File: src/rtl/bcd_conv_pkg.sv
// Shared types and sizing helpers for the sequential BCD converter.
// Provides the FSM state type, counter sizing and saturation limits.
package bcd_conv_pkg;

   typedef enum logic [1:0] {
      IDLE,
      CONV,
      FINAL,
      HOLD
   } state_t;

   // Bits needed to count 4*digits-1 down to zero.
   function automatic int cnt_bits(input int digits);
      return (4 * digits <= 2) ? 1 : $clog2(4 * digits);
   endfunction

   // Largest positive value: 2^(width-1)-1.
   function automatic logic [63:0] sat_pos(input int width);
      return (64'd1 << (width - 1)) - 64'd1;
   endfunction

   // Magnitude of the most negative value, 2^(width-1); truncated to
   // width bits it is also the two's-complement pattern of -2^(width-1).
   function automatic logic [63:0] sat_neg(input int width);
      return 64'd1 << (width - 1);
   endfunction

endpackage

File: src/rtl/bcd_digit_adj.sv
// One BCD digit correction step of reverse double-dabble.
// Ports: digit (4b in), adj (4b out) = digit>=8 ? digit-3 : digit.
module bcd_digit_adj (
   input  logic [3:0] digit,
   output logic [3:0] adj
);

   always_comb begin
      adj = digit;
      if (digit >= 4'd8) adj = digit - 4'd3;
   end

endmodule

File: src/rtl/bcd_to_bin2c_seq.sv
// Iterative BCD to two's-complement converter with saturation.
// Ports: clk, rst_n, in_valid/in_ready/bcds/negative (request side),
// out_valid/out_ready/bin2c/err_digit/err_range (result side).
module bcd_to_bin2c_seq
   import bcd_conv_pkg::*;
#(
   parameter int DIGITS = 3,
   parameter int WIDTH  = 10
) (
   input  logic                clk,
   input  logic                rst_n,
   input  logic                in_valid,
   output logic                in_ready,
   input  logic [4*DIGITS-1:0] bcds,
   input  logic                negative,
   output logic                out_valid,
   input  logic                out_ready,
   output logic [WIDTH-1:0]    bin2c,
   output logic                err_digit,
   output logic                err_range
);

   localparam int NB = 4 * DIGITS;
   localparam int CB = cnt_bits(DIGITS);
   // Wide enough that neither magnitude nor limits truncate.
   localparam int XW = (NB > WIDTH + 1) ? NB : WIDTH + 1;

   localparam logic [XW-1:0] POS_LIM  = XW'(sat_pos(WIDTH));
   localparam logic [XW-1:0] NEG_LIM  = XW'(sat_neg(WIDTH));
   localparam logic [CB-1:0] CNT_INIT = CB'(NB - 1);

   state_t          state;
   state_t          state_nx;
   logic [NB-1:0]   bcd_reg;
   logic [NB-1:0]   mag_reg;
   logic [NB-1:0]   bcd_sh;
   logic [NB-1:0]   bcd_adj;
   logic [CB-1:0]   cnt;
   logic            neg_reg;
   logic            dig_err;
   logic            dig_bad;
   logic            accept;
   logic [XW-1:0]   mag_x;
   logic [WIDTH-1:0] res;
   logic            res_rng;

   // State register
   always_ff @(posedge clk or negedge rst_n) begin
      if (!rst_n) state <= IDLE;
      else        state <= state_nx;
   end

   // Next-state logic
   always_comb begin
      state_nx = state;
      unique case (state)
         IDLE:    if (in_valid) state_nx = CONV;
         CONV:    if (cnt == '0) state_nx = FINAL;
         FINAL:   state_nx = HOLD;
         HOLD:    if (out_ready) state_nx = IDLE;
         default: state_nx = IDLE;
      endcase
   end

   // FSM outputs
   always_comb begin
      in_ready  = (state == IDLE);
      out_valid = (state == HOLD);
   end

   assign accept = in_valid && in_ready;

   always_comb begin
      dig_bad = 1'b0;
      for (int k = 0; k < DIGITS; k++) begin
         if (bcds[4*k +: 4] > 4'd9) dig_bad = 1'b1;
      end
   end

   // BCD half of the right shift; its LSB feeds the magnitude MSB.
   assign bcd_sh = bcd_reg >> 1;

   for (genvar g = 0; g < DIGITS; g++) begin : g_adj
      bcd_digit_adj u_adj (
         .digit (bcd_sh[4*g +: 4]),
         .adj   (bcd_adj[4*g +: 4])
      );
   end

   // Saturation and negation on the finished magnitude
   always_comb begin
      mag_x   = XW'(mag_reg);
      res     = '0;
      res_rng = 1'b0;
      if (dig_err) begin
         res = '0;
      end else if (!neg_reg && mag_x > POS_LIM) begin
         res     = WIDTH'(POS_LIM);
         res_rng = 1'b1;
      end else if (neg_reg && mag_x > NEG_LIM) begin
         res     = WIDTH'(NEG_LIM);
         res_rng = 1'b1;
      end else if (neg_reg) begin
         res = WIDTH'(~mag_x + XW'(1));
      end else begin
         res = WIDTH'(mag_x);
      end
   end

   always_ff @(posedge clk or negedge rst_n) begin
      if (!rst_n) begin
         bcd_reg   <= '0;
         mag_reg   <= '0;
         cnt       <= '0;
         neg_reg   <= 1'b0;
         dig_err   <= 1'b0;
         bin2c     <= '0;
         err_digit <= 1'b0;
         err_range <= 1'b0;
      end else if (accept) begin
         bcd_reg <= bcds;
         mag_reg <= '0;
         cnt     <= CNT_INIT;
         neg_reg <= negative;
         dig_err <= dig_bad;
      end else if (state == CONV) begin
         bcd_reg <= bcd_adj;
         mag_reg <= {bcd_reg[0], mag_reg[NB-1:1]};
         cnt     <= cnt - CB'(1);
      end else if (state == FINAL) begin
         bin2c     <= res;
         err_digit <= dig_err;
         err_range <= res_rng;
      end
   end

endmodule
File: config.mk
export PLATFORM = sky130hd
export DESIGN_NAME = bcd_to_bin2c_seq
export DESIGN_NICKNAME = d
export VERILOG_FILES = /design/src/rtl/bcd_conv_pkg.sv /design/src/rtl/bcd_digit_adj.sv /design/src/rtl/bcd_to_bin2c_seq.sv
export SDC_FILE = /design/constraint.sdc
export NUM_CORES = 1
export LEC_CHECK = 0
export ABC_AREA = 1
export CAP_MARGIN = 0
export CORE_MARGIN = 4
export CORE_UTILIZATION = 31
export CTS_CLUSTER_DIAMETER = 60
export CTS_CLUSTER_SIZE = 25
export DETAILED_ROUTE_END_ITERATION = 8
export GPL_ROUTABILITY_DRIVEN = 0
export HOLD_SLACK_MARGIN = 0.12
export PLACE_DENSITY = 0.56
export SETUP_SLACK_MARGIN = 0.5
export SYNTH_ARGS = -nofsm -noshare
export SYNTH_HDL_FRONTEND = slang
export SYNTH_SLANG_ARGS = --single-unit
export TNS_END_PERCENT = 1
File: constraint.sdc
create_clock -name clk -period 1.7 [get_ports clk]
set_clock_uncertainty 0.15 [all_clocks]
set_input_delay 0.255 -clock clk [delete_from_list [all_inputs] [get_ports clk]]
set_output_delay 0.255 -clock clk [all_outputs]
set_load 0.02 [all_outputs]
==> summary.md, run 1 <==
| Metric | Value |
|---|---|
| Outcome | `finished, final reports clean` |
| Initial Util | `32.2%` |
| DRC Markers | `0` |
| Root Buffer | `clkbuf_8` |
| Mapped Area | `roughly 2300 sq um` |
| First-pass GRT wire length | `between 9000 and 10000 um` |
| Synth Net Count | `around 310` |
| Most common cell after layout, fill and taps aside | `nand2_1` |
| Slew HR | `75.3%` |
| Antenna-violating nets left | `0` |
| Total routed wirelength | `around 5300 um` |
| CP required | `about 1300 ps` |
| Final hold vios | `0` |
| Worst-path fanout max | `3` |
| CTS tree | `built` |
| Pre-CTS setup slack | `~42 ps` |
| Fin nets | `approximately 360` |
| Startpoint Class | `flip-flop` |
| Largest net degree at the start of global routing | `32` |
| P_sw | `around 0.0023 W` |
| Number of global-route vias before repair | `about 2000` |
| Critical path arrival | `1130 ps` |
| WL/cell | `12.3 um` |
| Row count | `31` |
| Tcrit/Tclk final | `90.2%` |
| Total track usage | `between 10% and 20%` |
| Diodes inserted | `0` |
| Worst reg-to-reg path cell count | `8` |
| Cts bufs inserted | `5` |
| Syn Inst Count | `284` |
| Core area | `between 7000 and 8000 sq um` |
| Slowest CP cell | `dfrtp_2` |
| CP top delay family | `flip-flops` |
| Mean Syn Cell Area | `between 8 and 9 sq um` |
| Clock Pin Slew Worst Setup and Hold Paths | `~90 ps` |
| Die Y | `between 90 and 100 um` |
| LEAKAGE | `1.52 nW` |
| Number of port buffers | `30` |
| Via count | `about 2000` |
| Synthesized flop and latch total | `44` |
| Worst vdd ir | `0.522 mV` |
| Final worst slack | `166 ps` |
| Max incr delay on CP | `about 460 ps` |
| Total grt overflow | `0` |
| Reg-to-Reg End | `state[1]` |
| Post-route non-filler standard cell count | `between 400 and 500` |
| CTS sink count | `44` |
| Final Max Tran Viols | `0` |
| Worst hold slack | `around 240 ps` |
| Slew of the pin with the lowest slew margin | `371 ps` |
| Minimum clock period | `1530 ps` |
| Worst min path class | `in -> async` |
| Initial DRT Pass Iterations | `4` |
| Internal | `about 0.003 W` |
| Placed insts | `418` |
| Die area | `9020 sq um` |
| CTS H-tree depth | `2` |
| Sw Share | `approximately 44%` |
| Clock power share | `13.5%` |
| Setup TNS | `0 ps` |
| Finish-stage setup viols | `0` |
| CP cell instances | `ha_2 -> buf_2` |
| Register area share after synthesis | `a little under half` |
| Area grow syn2layout | `31.5%` |
| Commonest cells after routing, fill and taps aside | `nand2_1, dfrtp_1, inv_1` |
| Initial antenna violation count | `0` |
| Achievable frequency | `652 MHz` |
| Die W | `around 95 um` |
| Pwr per Cell Area | `approximately 1700 nW/um^2` |
| Worst setup path category | `reg -> out` |
| Total power draw | `approximately 0.0052 W` |
| Share of post-route cells with drive strength above 1 | `between 20 and 25%` |
| Max-cap violations | `0` |
| Routed vias/inst | `around 4.6` |
| Initial DRC count | `between 60 and 70` |
| # fillers | `approximately 780` |
| Sequential power share | `approximately a third` |
| Post-DP HPWL | `3960 um` |
| FF-to-FF setup slack | `about 200 ps` |
| Combinational power share | `a little over half` |
| Synth warn | `0` |
| Unrepaired setup endpoints after global routing | `true` |
| Clock tree buffer depth | `2` |
| Synth unique cells | `28` |
| I/O pin total | `31` |
| Crit end category | `output pin` |
| CP Buf/Inv Count | `1` |
| Worst reg2reg startpoint | `state[0]` |
| Clk_lat worst skew | `roughly 300 ps` |
==> power groups by stage <==
stage                     Clock [W]  Combinational [W]  Sequential, W
after global routing       0.000764            0.00315        0.00176
after global placement            0            0.00265        0.00171
after CTS                  0.000721            0.00267        0.00170
after detailed placement          0            0.00268        0.00172
final                      0.000704            0.00279        0.00171
after floorplan                   0            0.00171        0.00179
==> synth_stat cells <==
master	instances	area, sq um
o211ai_1	2	15.0
clkbuf_1	1	3.75
inv_2	11	41.3
a22oi_1	1	7.51
nand3_2	2	20.0
xor2_1	3	26.3
a21oi_1	9	45.0
inv_1	30	113
buf_4	1	7.51
o21ai_0	12	60.1
nand2_1	81	304
o22ai_1	11	68.8
nand3_1	10	50.1
buf_2	5	25.0
dfrtp_1	44	1100
nor2_4	2	22.5
nor2_1	12	45.0
nor2_2	5	31.3
o21ai_1	11	55.1
nand2_2	5	31.3
a31oi_1	1	6.26
ha_1	10	125
clkinv_1	1	3.75
nand2_4	1	11.3
nor2_8	1	20.0
xnor2_1	3	26.3
o221ai_1	8	70.1
a41oi_1	1	8.76
==> cell families after synthesis <==
group / synth area share (%)
xor+xnor: 2.24
simple gates: 22.8
buf+inv: 8.27
compound gates: 14.4
fa+ha+maj: 5.34
flops: 47.0
==> worst max-delay path by stage <==
stage          slack (ps)  startpoint          to  depth (start not counted)
4_1_cts               190    state[1]  mag_reg[3]                          5
5_1_grt               120    state[0]   out_valid                          2
3_3_place_gp           50    state[1]    in_ready                          3
3_5_place_dp           40    state[1]    in_ready                          3
6_report              170    state[0]   out_valid                          2
2_1_floorplan         300    state[1]  bcd_reg[6]                          8
==> worst reg2reg max path, cell delays in order (launching register included) <==
cell     delay (ps)
dfrtp_2         430
inv_4            60
ha_4            170
buf_6           110
nand2_1          60
nand2_1          50
a21oi_2         150
buf_4           140
o21ai_1          60
==> stage by stage <==
step,instance area (sq um),util (%)
3_5_place_dp,2900,39.7
5_1_grt,3080,42.3
6_report,3080,42.3
2_1_floorplan,2390,-
3_3_place_gp,2900,39.7
4_1_cts,3020,41.4
==> routing by layer <==
metal  track usage (%)  share of wire, %  routed length, um  up-vias
met1              16.5                46               2490      936
met2              22.0                49               2600       30
met5                 0                 0                  0        -
met4              3.61               1.2                 65        0
met3              2.87               3.6                194        7
li1                  -                 -                  -     1021
==> layout make-up <==
class | count | area (sq um) | share of cell area (%)
multi-input cells | 192 | 1140 | 37.0
flip-flops and latches | 44 | 1100 | 35.8
repair buffers | 49 | 463 | 15.0
inverters | 42 | 160 | 5.19
well taps | 99 | 124 | 4.02
clock buffers | 6 | 82.6 | 2.68
clock inverters | 2 | 10.0 | 0.325
==> what timing repair did <==
item                                   4_1_cts  5_1_grt
cloned                                       1        0
endpoints found under the hold margin       44        0
hold buffers                                 1        0
setup buffers                                3        3
setup endpoints to repair                   58       58
pin swaps                                    2        5
gates resized for setup                     26       13
Power figures use the tool's default switching activity.
==> run 2: changes to the inputs <==
--- a/config.mk
+++ b/config.mk
@@ -15,8 +15,9 @@
 export GPL_ROUTABILITY_DRIVEN = 0
 export HOLD_SLACK_MARGIN = 0.12
 export PLACE_DENSITY = 0.56
+export REMOVE_ABC_BUFFERS = 1
 export SETUP_SLACK_MARGIN = 0.5
 export SYNTH_ARGS = -nofsm -noshare
 export SYNTH_HDL_FRONTEND = slang
 export SYNTH_SLANG_ARGS = --single-unit
-export TNS_END_PERCENT = 1
+export TNS_END_PERCENT = 50
==> summary.md, run 2 (synthesized netlist as in run 1, its figures left out) <==
| Metric | Value |
|---|---|
| Clk_lat worst skew | `300 ps (about the same)` |
| Commonest cells after routing, fill and taps aside | `nand2_1, dfrtp_1, buf_4` |
| Antenna-violating nets left | `0 (unchanged)` |
| Pwr per Cell Area | `1710 nW/um^2 (+1.3%)` |
| Tcrit/Tclk final | `90.2% (about the same)` |
| CP Buf/Inv Count | `2 (+1)` |
| Outcome | `finished, final reports clean` |
| Final worst slack | `167 ps (+1.14 ps)` |
| Cts bufs inserted | `5 (unchanged)` |
| Most common cell after layout, fill and taps aside | `nand2_1` |
| Share of post-route cells with drive strength above 1 | `42.4% (+20 points)` |
| Worst setup path category | `reg -> out` |
| WL/cell | `12.5 um (+1.6%)` |
| Largest net degree at the start of global routing | `45 (+41%)` |
| Pre-CTS setup slack | `8.31 ps (-33.4 ps)` |
| Initial Util | `32.2% (unchanged)` |
| GRT met2 Usage | `21.0% (-1.0 points)` |
| Die Y | `95.0 um (unchanged)` |
| Number of global-route vias before repair | `2070 (+5.5%)` |
| CP top delay family | `flip-flops` |
| CTS sink count | `44 (unchanged)` |
| Root Buffer | `clkbuf_8` |
| Fin nets | `388 (+7.5%)` |
| Final hold vios | `0 (unchanged)` |
| Initial DRC count | `66 (+3.1%)` |
| Finish-stage setup viols | `0 (unchanged)` |
| Startpoint Class | `flip-flop` |
| Row count | `31 (unchanged)` |
| Total grt overflow | `0 (unchanged)` |
| Critical path arrival | `1130 ps (about the same)` |
| Slew HR | `80.7% (+5.4 points)` |
| Max-cap violations | `0 (unchanged)` |
| Total routed wirelength | `5760 um (+7.7%)` |
| Initial antenna violation count | `0 (unchanged)` |
| Achievable frequency | `652 MHz (about the same)` |
| Diodes inserted | `0 (unchanged)` |
| CP required | `1290 ps (about the same)` |
| Area grow syn2layout | `54.6%` |
| Slew of the pin with the lowest slew margin | `290 ps (-80.8 ps)` |
| Slowest CP cell | `dfrtp_1` |
| CTS tree | `built` |
| Met3 Use GR | `3.19% (+0.32 points)` |
| Final Max Tran Viols | `0 (unchanged)` |
| CTS H-tree depth | `2 (unchanged)` |
| Minimum clock period | `1530 ps (-1.14 ps)` |
| Placed insts | `423 (+1.2%)` |
| Core area | `7290 sq um (unchanged)` |
| Unrepaired setup endpoints after global routing | `true` |
| Number of port buffers | `30 (unchanged)` |
| Die W | `95.0 um (unchanged)` |
| CP cell instances | `inv_2 -> ha_4 -> buf_6` |
| Total track usage | `13.2% (+0.27 points)` |
| Max incr delay on CP | `400 ps (-60 ps)` |
| I/O pin total | `31 (unchanged)` |
| Routed vias/inst | `4.66 (+1.5%)` |
| Post-route non-filler standard cell count | `460 (+6.0%)` |
| Via count | `2145 (+7.6%)` |
| CP Depth | `3 (+1)` |
| Setup TNS | `0 ps (unchanged)` |
| First-pass GRT wire length | `9370 um (+2.5%)` |
| LEAKAGE | `1.74 nW (+14%)` |
| Initial DRT Pass Iterations | `4 (unchanged)` |
| Clock Pin Slew Worst Setup and Hold Paths | `80 ps (about the same)` |
| Top Usage Layer GRT | `met2` |
| Met1 usage | `17.2% (+0.62 points)` |
| Worst min path class | `in -> async` |
| Worst vdd ir | `0.960 mV (+84%)` |
| Worst-path fanout max | `4 (+1)` |
| Worst reg-to-reg path cell count | `4 (-4)` |
| Clock tree buffer depth | `2 (unchanged)` |
| Post-DP HPWL | `3720 um (-5.9%)` |
| Crit end category | `output pin` |
| Worst hold slack | `311 ps (+74.3 ps)` |
| Die area | `9020 sq um (unchanged)` |
| DRC Markers | `0 (unchanged)` |
## run 2: report_power, final
group	leakage (nW)	internal (W)	switching, W	total (W)
logic	1.13	0.00179	0.00205	0.00383
registers	0.570	0.00142	0.000311	0.00174
clock network	0.0410	0.000280	0.000349	0.000629
total	1.74	0.00349	0.00271	0.00620
## run 2: worst min-delay path, cell delays in order
cell	delay [ps]
dlygate4sd3_1	510
buf_2	120
buf_12	240
## run 2: path summary, 6_finish.rpt
path,start,to,slack [ps]
max,state[1],in_ready,170
min,rst_n,bin2c[4],310
max reg2reg,bcd_reg[1],bcd_reg[1],190
min reg2reg,bin2c[7],bin2c[7],350
max in group asynchronous,rst_n,neg_reg,860
min in group clk,bin2c[7],bin2c[7],350
## run 2: cell type report
cell class | instances | area (sq um)
Tap cell | 99 | 124
Clock inverter | 1 | 5.00
Multi-Input combinational cell | 192 | 1410
Inverter | 42 | 170
Fill cell | 721 | 3670
Clock buffer | 6 | 72.6
Sequential cell | 44 | 1100
Timing Repair Buffer | 76 | 738
## run 2: per-stage QoR
| stage | utilization [%] | power, W | cell area [sq um] |
|---|---|---|---|
| 3_3_place_gp | 39.3 | 0.00429 | 2870 |
| 4_1_cts | 45.1 | 0.00561 | 3290 |
| 3_5_place_dp | 39.3 | 0.00433 | 2870 |
| 6_report | 49.7 | 0.00620 | 3620 |
| 5_1_grt | 49.7 | 0.00670 | 3620 |
| 2_1_floorplan | - | 0.00334 | 2310 |
## run 2: per-layer routing
metal / part of all wire [%] / vias up / routed length, um
li1: - / 1071 / -
met3: 3.6 / 11 / 210
met2: 49 / 36 / 2850
met4: 2.4 / 0 / 141
met1: 44 / 1027 / 2560
met5: 0 / - / 0
## run 2: repair_timing
item,in CTS,in global routing
setup endpoints to repair,58,58
endpoints found under the hold margin,44,0
hold buffers,1,0
pin swaps,14,15
gates cloned,3,0
setup buffers,16,10
gates resized for setup,135,61
